[src/rtl/raster_pkg.sv]
// rtl/raster_pkg.sv - opcodes, header layout, FSM states and param-count helper for cmd_packet_decoder
package raster_pkg;

    localparam logic [2:0] OP_CLEAR     = 3'd0;
    localparam logic [2:0] OP_PIXEL     = 3'd1;
    localparam logic [2:0] OP_LINE      = 3'd2;
    localparam logic [2:0] OP_RECT      = 3'd3;
    localparam logic [2:0] OP_FILL      = 3'd4;
    localparam logic [2:0] OP_SET_COLOR = 3'd5;

    localparam int HDR_START_BIT = 7;
    localparam int HDR_OP_MSB    = 6;
    localparam int HDR_OP_LSB    = 4;

    typedef enum logic [1:0] {
        ST_IDLE  = 2'd0,
        ST_PARAM = 2'd1,
        ST_ISSUE = 2'd2
    } state_t;

    function automatic logic op_is_legal(input logic [2:0] op);
        return op <= OP_SET_COLOR;
    endfunction

    function automatic logic [1:0] param_bytes(input logic [2:0] op);
        case (op)
            OP_PIXEL, OP_SET_COLOR:    return 2'd1;
            OP_LINE, OP_RECT, OP_FILL: return 2'd2;
            default:                   return 2'd0;
        endcase
    endfunction

endpackage

[src/rtl/cmd_packet_decoder_if.sv]
// rtl/cmd_packet_decoder_if.sv - byte input stream and decoded command output bundle
interface cmd_packet_decoder_if #(
    parameter int COORD_W = 3,
    parameter int COLOR_W = 4
);
    logic [7:0]         in_data;
    logic               in_valid;
    logic               in_ready;

    logic [2:0]         cmd_op;
    logic [COORD_W-1:0] cmd_x1;
    logic [COORD_W-1:0] cmd_y1;
    logic [COORD_W-1:0] cmd_x2;
    logic [COORD_W-1:0] cmd_y2;
    logic [COLOR_W-1:0] cmd_color;
    logic               cmd_valid;
    logic               cmd_ready;

    // slave: the decoder; master: host byte source plus draw engine
    modport slave (
        input  in_data, in_valid, cmd_ready,
        output in_ready, cmd_op, cmd_x1, cmd_y1, cmd_x2, cmd_y2, cmd_color, cmd_valid
    );

    modport master (
        output in_data, in_valid, cmd_ready,
        input  in_ready, cmd_op, cmd_x1, cmd_y1, cmd_x2, cmd_y2, cmd_color, cmd_valid
    );
endinterface

[src/rtl/cmd_watchdog.sv]
// rtl/cmd_watchdog.sv - mid-packet idle counter, pulses o_expire after TIMEOUT_CYCLES idle cycles
module cmd_watchdog #(
    parameter int TIMEOUT_CYCLES = 255
) (
    input  logic clk,
    input  logic rst_n,
    input  logic i_en,
    input  logic i_kick,
    output logic o_expire
);
    localparam int CW = $clog2(TIMEOUT_CYCLES + 1);

    logic [CW-1:0] r_cnt;

    assign o_expire = i_en && !i_kick && (r_cnt == CW'(TIMEOUT_CYCLES - 1));

    always_ff @(posedge clk or negedge rst_n) begin
        if (!rst_n) begin
            r_cnt <= '0;
        end else if (!i_en || i_kick || o_expire) begin
            r_cnt <= '0;
        end else begin
            r_cnt <= r_cnt + CW'(1);
        end
    end
endmodule

[src/rtl/cmd_packet_decoder.sv]
// rtl/cmd_packet_decoder.sv - assembles header+param byte packets into range-checked draw commands
// Optional mid-packet timeout enabled by defining CMD_DECODER_TIMEOUT_EN.
module cmd_packet_decoder
    import raster_pkg::*;
#(
    parameter int COORD_W        = 3,
    parameter int COLOR_W        = 4,
    parameter int TIMEOUT_CYCLES = 255
) (
    input  logic                 clk,
    input  logic                 rst_n,
    cmd_packet_decoder_if.slave  bus,
    output logic                 busy,
    output logic                 err_illegal,
    output logic                 err_range,
    output logic                 err_timeout
);
    localparam logic [3:0] COORD_MAX = 4'((1 << COORD_W) - 1);

    state_t             r_state;
    state_t             w_state_nxt;
    logic [2:0]         r_op;
    logic [1:0]         r_cnt;
    logic [COORD_W-1:0] r_p0_hi;
    logic [COORD_W-1:0] r_p0_lo;
    logic [2:0]         r_cmd_op;
    logic [COORD_W-1:0] r_x1;
    logic [COORD_W-1:0] r_y1;
    logic [COORD_W-1:0] r_x2;
    logic [COORD_W-1:0] r_y2;
    logic [COLOR_W-1:0] r_color;
    logic               r_err_illegal;
    logic               r_err_range;

    logic       w_in_fire;
    logic       w_hdr_start;
    logic [2:0] w_hdr_op;
    logic [3:0] w_hi;
    logic [3:0] w_lo;
    logic       w_last;
    logic       w_coord_bad;
    logic       w_size_bad;
    logic       w_range_err;
    logic       w_wd_expire;
    logic       w_load_hdr;
    logic       w_save_p0;
    logic       w_commit;
    logic       w_commit_clear;
    logic       w_set_illegal;
    logic       w_set_range;

    assign w_in_fire   = bus.in_valid && bus.in_ready;
    assign w_hdr_start = bus.in_data[HDR_START_BIT];
    assign w_hdr_op    = bus.in_data[HDR_OP_MSB:HDR_OP_LSB];
    assign w_hi        = bus.in_data[7:4];
    assign w_lo        = bus.in_data[3:0];
    assign w_last      = (r_cnt == 2'd1);

    // Colour bytes are never range-checked; width/height only exist on the last RECT/FILL byte
    assign w_coord_bad = (w_hi > COORD_MAX) || (w_lo > COORD_MAX);
    assign w_size_bad  = ((r_op == OP_RECT) || (r_op == OP_FILL)) && w_last &&
                         ((w_hi == 4'd0) || (w_lo == 4'd0));
    assign w_range_err = (r_op != OP_SET_COLOR) && (w_coord_bad || w_size_bad);

`ifdef CMD_DECODER_TIMEOUT_EN
    logic r_err_timeout;

    cmd_watchdog #(
        .TIMEOUT_CYCLES(TIMEOUT_CYCLES)
    ) u_watchdog (
        .clk      (clk),
        .rst_n    (rst_n),
        .i_en     (r_state == ST_PARAM),
        .i_kick   (w_in_fire),
        .o_expire (w_wd_expire)
    );

    always_ff @(posedge clk or negedge rst_n) begin
        if (!rst_n) begin
            r_err_timeout <= 1'b0;
        end else begin
            r_err_timeout <= w_wd_expire;
        end
    end

    assign err_timeout = r_err_timeout;
`else
    assign w_wd_expire = 1'b0;
    assign err_timeout = 1'b0;
`endif

    always_ff @(posedge clk or negedge rst_n) begin
        if (!rst_n) begin
            r_state <= ST_IDLE;
        end else begin
            r_state <= w_state_nxt;
        end
    end

    always_comb begin
        w_state_nxt    = r_state;
        w_load_hdr     = 1'b0;
        w_save_p0      = 1'b0;
        w_commit       = 1'b0;
        w_commit_clear = 1'b0;
        w_set_illegal  = 1'b0;
        w_set_range    = 1'b0;
        case (r_state)
            ST_IDLE: begin
                if (w_in_fire && w_hdr_start) begin
                    if (!op_is_legal(w_hdr_op)) begin
                        w_set_illegal = 1'b1;
                    end else if (param_bytes(w_hdr_op) == 2'd0) begin
                        w_load_hdr     = 1'b1;
                        w_commit_clear = 1'b1;
                        w_state_nxt    = ST_ISSUE;
                    end else begin
                        w_load_hdr  = 1'b1;
                        w_state_nxt = ST_PARAM;
                    end
                end
            end
            ST_PARAM: begin
                if (w_in_fire) begin
                    if (w_range_err) begin
                        w_set_range = 1'b1;
                        w_state_nxt = ST_IDLE;
                    end else if (w_last) begin
                        w_commit    = 1'b1;
                        w_state_nxt = ST_ISSUE;
                    end else begin
                        w_save_p0 = 1'b1;
                    end
                end else if (w_wd_expire) begin
                    w_state_nxt = ST_IDLE;
                end
            end
            ST_ISSUE: begin
                if (bus.cmd_ready) begin
                    w_state_nxt = ST_IDLE;
                end
            end
            default: w_state_nxt = ST_IDLE;
        endcase
    end

    always_ff @(posedge clk or negedge rst_n) begin
        if (!rst_n) begin
            r_op          <= OP_CLEAR;
            r_cnt         <= 2'd0;
            r_p0_hi       <= '0;
            r_p0_lo       <= '0;
            r_err_illegal <= 1'b0;
            r_err_range   <= 1'b0;
        end else begin
            r_err_illegal <= w_set_illegal;
            r_err_range   <= w_set_range;
            if (w_load_hdr) begin
                r_op  <= w_hdr_op;
                r_cnt <= param_bytes(w_hdr_op);
            end else if (w_save_p0) begin
                r_cnt   <= r_cnt - 2'd1;
                r_p0_hi <= w_hi[COORD_W-1:0];
                r_p0_lo <= w_lo[COORD_W-1:0];
            end
        end
    end

    // Output fields only change on a clean packet, so dropped packets leave them untouched
    always_ff @(posedge clk or negedge rst_n) begin
        if (!rst_n) begin
            r_cmd_op <= OP_CLEAR;
            r_x1     <= '0;
            r_y1     <= '0;
            r_x2     <= '0;
            r_y2     <= '0;
            r_color  <= '0;
        end else if (w_commit_clear) begin
            r_cmd_op <= OP_CLEAR;
        end else if (w_commit) begin
            r_cmd_op <= r_op;
            case (r_op)
                OP_PIXEL: begin
                    r_x1 <= w_hi[COORD_W-1:0];
                    r_y1 <= w_lo[COORD_W-1:0];
                end
                OP_SET_COLOR: begin
                    r_color <= bus.in_data[COLOR_W-1:0];
                end
                default: begin
                    r_x1 <= r_p0_hi;
                    r_y1 <= r_p0_lo;
                    r_x2 <= w_hi[COORD_W-1:0];
                    r_y2 <= w_lo[COORD_W-1:0];
                end
            endcase
        end
    end

    assign bus.in_ready  = (r_state != ST_ISSUE);
    assign bus.cmd_valid = (r_state == ST_ISSUE);
    assign bus.cmd_op    = r_cmd_op;
    assign bus.cmd_x1    = r_x1;
    assign bus.cmd_y1    = r_y1;
    assign bus.cmd_x2    = r_x2;
    assign bus.cmd_y2    = r_y2;
    assign bus.cmd_color = r_color;
    assign busy          = (r_state != ST_IDLE);
    assign err_illegal   = r_err_illegal;
    assign err_range     = r_err_range;
endmodule

[src/flat_wrapper.sv]
// flat-port wrapper written by rule: the top's interface ports become plain ports
module cmd_packet_decoder_flat import raster_pkg::*;
#(
    parameter int COORD_W        = 3,
    parameter int COLOR_W        = 4,
    parameter int TIMEOUT_CYCLES = 255
)
  (clk, rst_n, busy, err_illegal, err_range, err_timeout, bus_in_data, bus_in_valid, bus_cmd_ready, bus_in_ready, bus_cmd_op, bus_cmd_x1, bus_cmd_y1, bus_cmd_x2, bus_cmd_y2, bus_cmd_color, bus_cmd_valid);
  cmd_packet_decoder_if #(.COORD_W(COORD_W), .COLOR_W(COLOR_W)) bus_i ();
  input  logic clk;
  input  logic rst_n;
  output logic busy;
  output logic err_illegal;
  output logic err_range;
  output logic err_timeout;
  input wire logic [$bits(bus_i.in_data)-1:0] bus_in_data;
  input wire logic [$bits(bus_i.in_valid)-1:0] bus_in_valid;
  input wire logic [$bits(bus_i.cmd_ready)-1:0] bus_cmd_ready;
  output wire logic [$bits(bus_i.in_ready)-1:0] bus_in_ready;
  output wire logic [$bits(bus_i.cmd_op)-1:0] bus_cmd_op;
  output wire logic [$bits(bus_i.cmd_x1)-1:0] bus_cmd_x1;
  output wire logic [$bits(bus_i.cmd_y1)-1:0] bus_cmd_y1;
  output wire logic [$bits(bus_i.cmd_x2)-1:0] bus_cmd_x2;
  output wire logic [$bits(bus_i.cmd_y2)-1:0] bus_cmd_y2;
  output wire logic [$bits(bus_i.cmd_color)-1:0] bus_cmd_color;
  output wire logic [$bits(bus_i.cmd_valid)-1:0] bus_cmd_valid;
  assign bus_i.in_data = bus_in_data;
  assign bus_i.in_valid = bus_in_valid;
  assign bus_i.cmd_ready = bus_cmd_ready;
  assign bus_in_ready = bus_i.in_ready;
  assign bus_cmd_op = bus_i.cmd_op;
  assign bus_cmd_x1 = bus_i.cmd_x1;
  assign bus_cmd_y1 = bus_i.cmd_y1;
  assign bus_cmd_x2 = bus_i.cmd_x2;
  assign bus_cmd_y2 = bus_i.cmd_y2;
  assign bus_cmd_color = bus_i.cmd_color;
  assign bus_cmd_valid = bus_i.cmd_valid;
  cmd_packet_decoder #(.COORD_W(COORD_W), .COLOR_W(COLOR_W), .TIMEOUT_CYCLES(TIMEOUT_CYCLES)) u_core (.clk(clk), .rst_n(rst_n), .bus(bus_i), .busy(busy), .err_illegal(err_illegal), .err_range(err_range), .err_timeout(err_timeout));
endmodule
[config.mk]
export PLATFORM = sky130hd
export DESIGN_NAME = cmd_packet_decoder_flat
export DESIGN_NICKNAME = d
export VERILOG_FILES = /design/src/rtl/raster_pkg.sv /design/src/rtl/cmd_packet_decoder_if.sv /design/src/rtl/cmd_watchdog.sv /design/src/rtl/cmd_packet_decoder.sv /design/src/flat_wrapper.sv
export SDC_FILE = /design/constraint.sdc
export NUM_CORES = 1
export LEC_CHECK = 0
export ABC_AREA = 1
export CORE_MARGIN = 2
export CORE_UTILIZATION = 35
export CTS_CLUSTER_DIAMETER = 150
export DETAILED_ROUTE_END_ITERATION = 8
export PLACE_DENSITY_LB_ADDON = 0.25
export SYNTH_ARGS = -nofsm -noshare
export SYNTH_HDL_FRONTEND = slang
export SYNTH_HIERARCHICAL = 1
export SYNTH_SLANG_ARGS = --single-unit
[constraint.sdc]
create_clock -name clk -period 1.57 [get_ports clk]
set_input_delay 0.2355 -clock clk [delete_from_list [all_inputs] [get_ports clk]]
set_output_delay 0.2355 -clock clk [all_outputs]
set_load 0.03 [all_outputs]
* Yosys cells after proc, flatten, opt, wreduce, memory -nomap -nowiden
Index checks and enable logic that the tools add are counted.
** Operators by class
- $lt $le $gt $ge :: 3
- Muxes and demuxes :: 39
- Bitwise logic cells :: 4
- Reductions and logical operators :: 24
- $add $sub $neg :: 1
- Eq/ne operators :: 19
** Operator list (number)
- $mux W2 :: 12
- $mux W1 :: 21
- $eq A3 B3 Y1 const B :: 4
- $pmux W3 S2 :: 2
- $eq A3 B2 Y1 const B :: 3
- $reduce_and A3 Y1 :: 3
- $gt A4 B3 Y1 const B :: 2
- $logic_not A4 Y1 :: 2
- $eq A3 B1 Y1 const B :: 2
- $mux W3 :: 2
- $ne A2 B1 Y1 const B :: 3
- $pmux W2 S3 :: 1
- $reduce_bool A2 Y1 :: 3
- $logic_and A1 B1 Y1 :: 5
- $reduce_and A5 Y1 :: 1
- $eq A2 B1 Y1 const B :: 2
- $logic_not A2 Y1 :: 2
- $logic_or A1 B1 Y1 :: 4
- $ne A2 B2 Y1 const B :: 2
- $not A1 Y1 :: 4
- $pmux W2 S2 :: 1
- $reduce_or A2 Y1 :: 2
- $le A3 B3 Y1 const B :: 1
- $ne A3 B1 Y1 const B :: 1
- 5 further kinds :: 5
** Storage, ports and cells
- Input port bits :: 12
- Register bits :: 34
- Output and inout bits :: 25

* Longest topological paths before layout
Gate-level depths: netlist of the first run.
- Depth in word-level cells :: 13
- Mapped depth :: 10
- Gate-level depth less buffers :: 10

* Least setup slack after synthesis of the first run
No wires, ideal clock.
- Kind :: register to register
- Start point :: register u_core.r_state[1]
- End point :: register u_core.r_x1[0], in the netlist u_core/bus.cmd_x1[0]
- Arrival :: 1.485 ns
- Slack :: 0.011 ns
- Setup time :: 0.074 ns
- Stages on the path, launching flop included :: 10
- Path buffers :: 1
- Cells stage by stage :: dfrtp_1 -> inv_2 -> nor2_2 -> inv_2 -> nand2_2 -> nor2_4 -> nand4_2 -> buf_6 -> nand2_1 -> o21ai_2
** On the way
- Longest elaborated chain between the ends :: 7
** RTL lines
- start, declared :: RTL line cmd_packet_decoder.sv:20 : state_t r_state;
- start signal, assigned :: RTL line cmd_packet_decoder.sv:96 : r_state <= w_state_nxt;
- $ne A2 B2 Y1 * :: RTL line cmd_packet_decoder.sv:200 : assign bus.in_ready = (r_state != ST_ISSUE);
- named net bus_in_ready :: RTL line flat_wrapper.sv:19 : output wire logic [$bits(bus_i.in_ready)-1:0] bus_in_ready;
- $logic_and A1 B1 Y1 * :: RTL line cmd_packet_decoder.sv:52 : assign w_in_fire = bus.in_valid && bus.in_ready;
- $logic_and A1 B1 Y1 :: RTL line cmd_packet_decoder.sv:110 : if (w_in_fire && w_hdr_start) begin
- $mux W1 :: RTL line cmd_packet_decoder.sv:110
- $mux W1 :: RTL line cmd_packet_decoder.sv:108 : case (r_state)
- $not A1 Y1 (no source line)
- $reduce_and A3 Y1 (no source line) *
- end signal, assigned :: RTL line cmd_packet_decoder.sv:184 : r_x1 <= w_hi[COORD_W-1:0];
- end signal, assigned :: RTL line cmd_packet_decoder.sv:191 : r_x1 <= r_p0_hi;
- end, declared :: RTL line cmd_packet_decoder.sv:27 : logic [COORD_W-1:0] r_x1;
Mark *: on every way through the listed nets, which the timed path passes. The rest lies on a longest branch.
A chain may end at the register's enable or synchronous reset.

* Worst setup path in the final report of the first run
- Start point :: register u_core.r_color[3], in the netlist u_core/bus.cmd_color[3]
- End point :: output port bus_cmd_color[3]
** RTL lines
- start, declared :: RTL line cmd_packet_decoder.sv:31 : logic [COLOR_W-1:0] r_color;
- start signal, assigned :: RTL line cmd_packet_decoder.sv:188 : r_color <= bus.in_data[COLOR_W-1:0];
- end, declared :: RTL line flat_wrapper.sv:25 : output wire logic [$bits(bus_i.cmd_color)-1:0] bus_cmd_color;
No word-level cell between the ends.

==> flow_metrics.py, run 1 <==
metrics = {
    "clocking": {
        "clockBufferDepth": 2,
        "clkTransAtPathRegs_ps": 70,
        "numCtsBuffers": 5,
        "h-tree-depth": 2,
        "clock_sinks": 34,
        "cts_root_buffer": "clkbuf_8",
        "cts_tree": "built",
        "clk_latency_ps": 290,
    },
    "finish": {
        "register_area_um2": 852,
        "drive_gt1_share_pct": 29.0,
        "multiInputGateArea_um2": 763,
        "fin_util_pct": 53.3,
        "fill_cells": 461,
        "fin_nets": 288,
        "areaGrowthSynthToFinish_pct": 45.5,
        "antenna_cells": 0,
    },
    "floorplanning": {
        "die_h_um": 74.8,
        "die_area_um2": 5590,
        "ioPinCount": 37,
        "placementRows": 25,
        "initial_utilization_pct": 36.7,
        "core-area_um2": 4790,
        "chipWidth_um": 74.8,
    },
    "critical_path": {
        "crit_required_ps": 1330,
        "critPathMaxFanout": 2,
        "crit_chain": "clkdlybuf4s50_1",
        "critPathLaunchType": "flip-flop",
        "crit_type": "flip-flop to primary output",
        "crit_buf_inv": 1,
        "cpMaxStageDelayCell": "clkdlybuf4s50_1",
        "end_kind": "primary output",
        "crit_family": "buffers and inverters",
        "max_stage_delay_ps": 670,
        "crit_arrival_ps": 1290,
    },
    "synth": {
        "yosysSeqAreaShare_pct": 48.5,
        "yosys_warnings": 6,
        "synth_area_um2": 1750,
        "syn-num-nets": 218,
        "syn_area_per_cell_um2": 8.56,
        "synth_cell_types": 26,
        "syn_inst": 205,
        "ys_seq_elements": 34,
    },
    "detailed_routing": {
        "via_per_inst": 4.50,
        "ant_nets": 0,
        "drt-pass1-iter-count": 4,
        "vias": 1543,
        "wl_per_cell_um": 11.8,
        "drc": 0,
        "drtIter0Drc": 113,
        "wirelength_um": 4030,
    },
    "grt": {
        "grt_max_degree": 35,
        "grt_pass1_vias": 1378,
        "grt_usage_pct": 15.9,
        "grt_pass1_wl_um": 6580,
        "grt_overflow_total": 0,
        "antenna_found_initial": 0,
    },
    "pwr": {
        "powerDensity_nw_per_um2": 1690,
        "p_leak_nw": 1.52,
        "ir_drop_uv": 570,
    },
    "timing": {
        "fin_tns_setup_ps": 0,
        "finalSetupViolations": 0,
        "finalHoldViolCount": 0,
        "finalCritPeriodShare_pct": 97.2,
        "maxSlewViolCount": 0,
        "fin_worst_skew_ps": 8.19,
        "min_period_ps": 1530,
        "fmax_mhz": 655,
    },
    "hold_path": {
        "hp-class": "input pin to async pin",
    },
    "place": {
        "portBuffers": 35,
        "hpwl_um": 2910,
        "place.gp.congestion": 0.818,
    },
    "outcome": {
        "status": "complete, no violations",
    },
    "run": {
        "cap_viol_max_count": 0,
    },
}
==> state kept, by name (all words and copies together) (netlist names) <==
| register | flops |
|---|---|
| u_core/bus.cmd_color | 4 |
| u_core/bus.cmd_op | 3 |
| u_core/bus.cmd_x1 | 3 |
| u_core/bus.cmd_x2 | 3 |
| u_core/bus.cmd_y1 | 3 |
| u_core/bus.cmd_y2 | 3 |
| u_core/r_op | 3 |
| u_core/r_p0_hi | 3 |
| u_core/r_p0_lo | 3 |
| u_core/r_cnt | 2 |
| u_core/r_state | 2 |
| u_core/err_illegal | 1 |
| u_core/err_range | 1 |
==> area by class of cell <==
type	count	share of cell area (%)
Multi-Input combinational cell	138	29.9
Tap cell	67	3.28
Timing Repair Buffer	69	25.9
Inverter	27	3.97
Sequential cell	34	33.4
Clock buffer	7	3.38
Clock inverter	1	0.196
==> synth_stat cells, drive strengths merged <==
master  number  area share [%]
nor2        11             3.8
buf          6             2.9
nand4       14             5.3
nand3       18             6.4
o211ai       1            0.43
nor3         1            0.29
dfrtp       34              49
o21ai       27             9.6
conb         1            0.21
nand2       61              14
inv         27             5.8
a21oi        1            0.93
or2          2            0.71
ha           1            0.71
==> metrics by stage <==
stage	std cells	area, µm²	power (mW)	hold slack, ps	worst slack (ps)
finish	343	2550	4.31	311	44.2
global route	343	2550	4.65	331	-32.6
CTS	334	2430	4.28	307	4.94
detailed placement	326	2350	3.63	466	-163
global placement	326	2350	3.61	465	-143
floorplan	205	1750	2.84	-60.1	10.7
==> report_power, final <==
part           total [mW]  internal, mW  switching (mW)
Combinational        2.20         0.879            1.32
Sequential           1.45          1.23           0.221
Clock               0.660         0.353           0.307
==> per-layer routing <==
metal | wire, µm | up-vias | global-route usage, %
met4 | 68 | 0 | 5.95
li1 | - | 809 | -
met5 | 0 | - | 0
met2 | 1730 | 39 | 22.7
met1 | 2020 | 688 | 22.9
met3 | 212 | 7 | 4.69
==> timing repair <==
item	in CTS	in global routing
pin swaps	0	5
resized for setup	5	26
setup buffers	0	9
endpoints found under the setup margin	5	33
hold buffers	0	0
==> cells by family after synthesis <==
logic type                 Yosys count  share of synthesized area [%]
AOI/OAI and AO/OA                   29                           11.0
adders and majority gates            1                          0.713
buffers and inverters               33                           8.70
DFF                                 34                           48.5
other                                1                          0.214
and+or+nand+nor                    107                           30.9
==> placed cells by master (no fill, tap or decap) <==
cell type	synthesis	final
clkdlybuf4s50_1	0	13
nor2_4	2	3
nand2_1	56	56
o21ai_1	4	4
nand3_2	2	3
o21ai_2	9	9
or2_2	2	2
clkbuf_2	0	2
nor2_2	4	3
o21ai_0	14	14
nor2_1	5	5
nor3_1	1	1
clkinv_2	0	1
buf_12	0	2
o211ai_1	1	1
nand4_2	1	1
dlygate4sd2_1	0	2
dfrtp_2	0	1
a21oi_4	1	1
nand2_2	3	3
clkdlybuf4s15_1	0	1
clkbuf_8	0	6
dlymetal6s2s_1	0	17
inv_2	7	7
inv_1	20	20
nand4_1	13	13
conb_1	1	1
nand3_1	15	14
nand2_4	2	2
dfrtp_1	34	33
buf_4	1	32
clkbuf_1	0	1
ha_2	0	1
nand3_4	1	1
==> worst paths after layout <==
path	cells after the start	from	slack, ps	to
max	1	u_core/bus.cmd_color[3]	40	bus_cmd_color[3]
min	2	rst_n	310	u_core/bus.cmd_x1[1]
max reg2reg	10	u_core/r_op[1]	70	u_core/r_p0_hi[0]
min reg2reg	2	u_core/bus.cmd_y1[1]	470	u_core/bus.cmd_y1[1]
max in group asynchronous	2	rst_n	1070	u_core/r_op[1]
min in group clk	4	bus_in_data[0]	370	u_core/bus.cmd_y2[0]
(Power assumes the default switching activity.)
==> inputs of run 2 (changes only) <==
--- a/config.mk
+++ b/config.mk
@@ -8,9 +8,10 @@
 export ABC_AREA = 1
 export CORE_MARGIN = 2
 export CORE_UTILIZATION = 35
-export CTS_CLUSTER_DIAMETER = 150
+export CTS_CLUSTER_DIAMETER = 80
 export DETAILED_ROUTE_END_ITERATION = 8
 export PLACE_DENSITY_LB_ADDON = 0.25
+export SLEW_MARGIN = 20
 export SYNTH_ARGS = -nofsm -noshare
 export SYNTH_HDL_FRONTEND = slang
 export SYNTH_HIERARCHICAL = 1
==> results of run 2 <==
No change in the layout: final DEF, timing and power equal those of run 1.
